### config.mk
export PLATFORM = sky130hd
export DESIGN_NAME = pc_fetch_unit
export DESIGN_NICKNAME = d
export VERILOG_FILES = /design/src/rtl/pc_fetch_unit.sv
export SDC_FILE = /design/constraint.sdc
export NUM_CORES = 1
export LEC_CHECK = 0
export CORE_AREA = 2 2 94 78
export CTS_BUF_LIST = sky130_fd_sc_hd__clkbuf_2
export DETAILED_ROUTE_END_ITERATION = 8
export DIE_AREA = 0 0 96 80
export PLACE_DENSITY = 0.86
export SETUP_SLACK_MARGIN = 0.3
export SYNTH_ARGS = -nofsm -noshare
export SYNTH_HDL_FRONTEND = slang
export SYNTH_SLANG_ARGS = --single-unit
### constraint.sdc
create_clock -name clk -period 5.3 [get_ports clk]
set_input_delay 0.795 -clock clk [delete_from_list [all_inputs] [get_ports clk]]
set_output_delay 0.795 -clock clk [all_outputs]
set_load 0.05 [all_outputs]
### src/rtl/pc_fetch_unit.sv
// Program-counter unit: holds the PC, offers it to fetch over valid/ready, handles stall,
// redirect with a flush bubble, and a saturating fetch counter. Optional feature: PC_ALIGN_CHECK_EN.
module pc_fetch_unit #(
  parameter int              XLEN         = 32,
  parameter int              INC          = 4,
  parameter logic [XLEN-1:0] RESET_VECTOR = XLEN'(32'h0000_0000),
  parameter logic [XLEN-1:0] TRAP_VECTOR  = XLEN'(32'h0000_0100),
  parameter int              CNT_W        = 16
) (
  input  logic             clk,
  input  logic             reset,
  input  logic             stall,
  input  logic             fetch_ready,
  input  logic             redirect_valid,
  input  logic [XLEN-1:0]  redirect_target,
  output logic [XLEN-1:0]  pc,
  output logic             pc_valid,
  output logic [XLEN-1:0]  pc_plus_inc,
  output logic [CNT_W-1:0] fetch_count,
  output logic             misalign_err,
  output logic [1:0]       state_dbg
);

  // Handshake: pc is offered when pc_valid is high; a fetch is accepted on any
  // edge where pc_valid && fetch_ready. While pc_valid is high and fetch_ready is
  // low, pc is held unchanged until acceptance (or a redirect/reset).
  localparam logic [1:0] BOOT  = 2'd0;
  localparam logic [1:0] RUN   = 2'd1;
  localparam logic [1:0] FLUSH = 2'd2;

  logic [1:0]       state_q, state_d;
  logic [XLEN-1:0]  pc_q, pc_d;
  logic [CNT_W-1:0] cnt_q, cnt_d;
  logic             accept;

`ifdef PC_ALIGN_CHECK_EN
  localparam logic [XLEN-1:0] ALIGN_MASK = XLEN'(INC - 1);
  logic err_q, err_d;
  logic misaligned;
  assign misaligned   = |(redirect_target & ALIGN_MASK);
  assign misalign_err = err_q;
`else
  assign misalign_err = 1'b0;
`endif

  assign pc_valid    = (state_q == RUN) && !stall;
  assign accept      = pc_valid && fetch_ready;
  assign pc          = pc_q;
  assign pc_plus_inc = pc_q + XLEN'(INC);
  assign fetch_count = cnt_q;
  assign state_dbg   = state_q;

  always_comb begin
    state_d = state_q;
    pc_d    = pc_q;
    cnt_d   = cnt_q;
`ifdef PC_ALIGN_CHECK_EN
    err_d   = 1'b0;
`endif
    // A redirect wins over stall and accept, from any state.
    if (redirect_valid) begin
      state_d = FLUSH;
      pc_d    = redirect_target;
`ifdef PC_ALIGN_CHECK_EN
      if (misaligned) begin
        pc_d  = TRAP_VECTOR;
        err_d = 1'b1;
      end
`endif
    end else begin
      case (state_q)
        BOOT, FLUSH: state_d = RUN;
        RUN: begin
          if (accept) begin
            pc_d = pc_plus_inc;
            if (cnt_q != {CNT_W{1'b1}}) cnt_d = cnt_q + 1'b1;
          end
        end
        default: state_d = BOOT;
      endcase
    end
  end

  always_ff @(posedge clk) begin
    if (reset) begin
      state_q <= BOOT;
      pc_q    <= RESET_VECTOR;
      cnt_q   <= '0;
    end else begin
      state_q <= state_d;
      pc_q    <= pc_d;
      cnt_q   <= cnt_d;
    end
  end

`ifdef PC_ALIGN_CHECK_EN
  always_ff @(posedge clk) begin
    if (reset) err_q <= 1'b0;
    else       err_q <= err_d;
  end
`endif

endmodule

==> out/results.ini <==
[clock_tree]
cts.sinks = 50
htreeDepth = 2
clock_latency_ps = 480
cts_root_buffer = clkbuf_2
ctsHoldBuffers = 0
cts_buffer_depth = 2
post_cts_buffers = 0
ctsResizeCount = 0
tritoncts = done
clk_pin_slew_worst_paths_ps = 270
cts_buffers = 5

[drt]
routed_wirelength_um = 9853
first_iter_violations = 296
wire_per_inst_um = 16.42
drt.antenna.violating_nets = 0
dr.pass1.iters = 5
remaining_drc_errors = 0
vias = 3630
viasPerCell = 6.050

[power]
internal-power_w = 0.0005294
p_comb_frac = 0.323
irDropWorstVdd_mv = 0.1240
powerDensity_nw_per_um2 = 195.7
swShare = 0.3932
total_leakage_power_nw = 1.440
pwr-share-clk = 0.187
p_sw_w = 0.0003430
sequentialPowerShare = 0.490

[synth]
synth_edf_count = 0
synth-warning-count = 0
synthFlopType = dfxtp_1
synthArstFlopShare = 0
ys_types = 48
netlist_instances = 419
netlist_area_um2 = 3247
ys_ff_latch = 50
avgSynthCellArea_um2 = 7.749
synth_nets = 458
synth-seq-area-share = 0.3083

[global_route]
grt_pass1_vias = 3273
gr-usage-all-layers = 0.2537
grt_antenna_before_repair = 0
grt_overflow_total = 0
grt_pass1_wl_um = 15500
grt_max_degree = 52

[timing]
slew_headroom = 0.3288
grt_setup_unrepaired = false
period_needed_ps = 4126
finalSetupViolCount = 0
fin_setup_tns_ps = 0
timing.fmax_mhz = 242.4
drv_slew = 0
hold_violations = 0
tightest_slew_ps = 1004
period_share = 0.7785
fin_skew_ps = 36.92

[floorplan]
rows = 27
die-area_um2 = 7680
ioPinCount = 121
die_w_um = 96
initial_utilization = 0.4830
core_um2 = 6723
die_y_um = 80

[placed_design]
dpl.hpwl_um = 6968
port_buffers = 119
place_congestion = 0.8633
dp.cells = 592

[status]
status = finished clean

[cells_and_area]
post_route_cells_drive_above_1_share = 0.04483
fill_cells = 582
mostFrequentLayoutCells = clkdlybuf4s50_1, dfxtp_1, nor2_1
layout_commonest_cell = clkdlybuf4s50_1
area_delta_synth_final_pct = 37.26
final_cells = 600
antenna_cells = 0
nNetsFinal = 551

[critical_path]
slowest_delay_ps = 810
arrival_ps = 3330
cp-start-kind = flop
critPathKind = reg -> out
cp.required_ps = 4510
endpoint_kind = output pin
crit_path_top_delay_cell = clkdlybuf4s50_1
r2r-start = pc[2]
path_cells = ha_1, nand3_1, or3_1, nor3_1, xor2_1, clkdlybuf4s50_1
crit_fanout = 11
cp-startpoint = pc[2]

[hold_path]
hold_class = reg -> reg
hold_start = fetch_count[15]

[job]
drv_cap = 0

-- cell type report --
type,instances,area (µm²),share of cell area
clock buffers,5,25.02,0.005615
clock inverters,3,16.27,0.003650
inverters,11,41.29,0.009264
multi-input cells,321,2048,0.4596
flip-flops and latches,50,1001,0.2246
well taps,87,108.9,0.02442
repair buffers,123,1216,0.2729
-- critical path: cells and delay by family, from the launching register on --
kind	cells	cell delay [ps]
xor gates and xnor gates	1	160
adders and majority gates	1	250
buffers and inverters	1	810
DFF	1	490
and+or+nand+nor	3	1150
-- final timing paths --
path,to,depth (start not counted),slack (ps)
worst max-delay path,pc_plus_inc[22],6,1170
worst max register to register,pc[22],5,2690
worst min-delay path,fetch_count[15],2,530
worst min register to register,fetch_count[15],2,530
-- state kept, by name, indices dropped and copies added, names as in the netlist --
| name | count |
|---|---|
| state_dbg | 2 |
| pc | 32 |
| fetch_count | 16 |
-- synthesized netlist by cell type (all sizes together) (3+ instances only) --
cell type  instances  area share
a211oi             9       0.021
a21oi             21       0.032
a311oi            11       0.030
a31oi              4      0.0077
and2               8       0.015
and3               5      0.0096
and4               6       0.017
buf               15       0.024
clkbuf            22       0.026
dfxtp             50        0.31
inv               11       0.013
nand2             26       0.030
nand3             20       0.031
nand4             21       0.042
nor2              40       0.046
nor3              10       0.015
nor4              10       0.019
o211ai             3      0.0069
o21ai             11       0.017
o221ai             3      0.0081
o31a               3      0.0081
o31ai             17       0.039
or2                5      0.0096
or3               10       0.019
or4               21       0.049
xnor2             16       0.043
xor2              19       0.051
-- routing by layer --
| metal | track usage | wire (µm) |
|---|---|---|
| met1 | 0.3358 | 4227 |
| met2 | 0.4042 | 4591 |
| met3 | 0.06138 | 866 |
| met4 | 0.08000 | 167 |
| met5 | 0 | 0 |
-- power groups by stage --
stage          registers, W  logic (W)  clock network (W)
2_1_floorplan      0.000479   0.000131                  0
3_3_place_gp       0.000432   0.000280                  0
3_5_place_dp       0.000434   0.000282                  0
4_1_cts            0.000427   0.000283           0.000163
5_1_grt            0.000432   0.000295           0.000179
6_report           0.000428   0.000282           0.000163
-- stage by stage --
| step | worst slack [ps] | cell area [µm²] | utilization | power [W] | hold slack (ps) |
|---|---|---|---|---|---|
| global route | 900.2 | 4457 | 0.6629 | 0.0009064 | 538.8 |
| CTS | 1167 | 4457 | 0.6629 | 0.0008730 | 523.4 |
| floorplan | 1636 | 3247 | - | 0.0006099 | 692.0 |
| finish | 1174 | 4457 | 0.6629 | 0.0008724 | 525.7 |
| global placement | 1808 | 4415 | 0.6568 | 0.0007125 | 464.7 |
| detailed placement | 1723 | 4415 | 0.6568 | 0.0007154 | 491.1 |
-- logic make-up (layout without fill, tap and decap cells) --
logic type / after synthesis / in the layout / share of synthesized area
XOR/XNOR: 35 / 35 / 0.09441
adder cells (fa/ha/maj): 2 / 2 / 0.007706
buffers and inverters: 48 / 142 / 0.06281
other: 1 / 1 / 0.001155
multiplexers: 2 / 2 / 0.006166
AO/OA/AOI/OAI: 91 / 91 / 0.1946
AND/OR/NAND/NOR: 190 / 190 / 0.3249
flip-flops: 50 / 50 / 0.3083
Power figures use the tool's default switching activity.
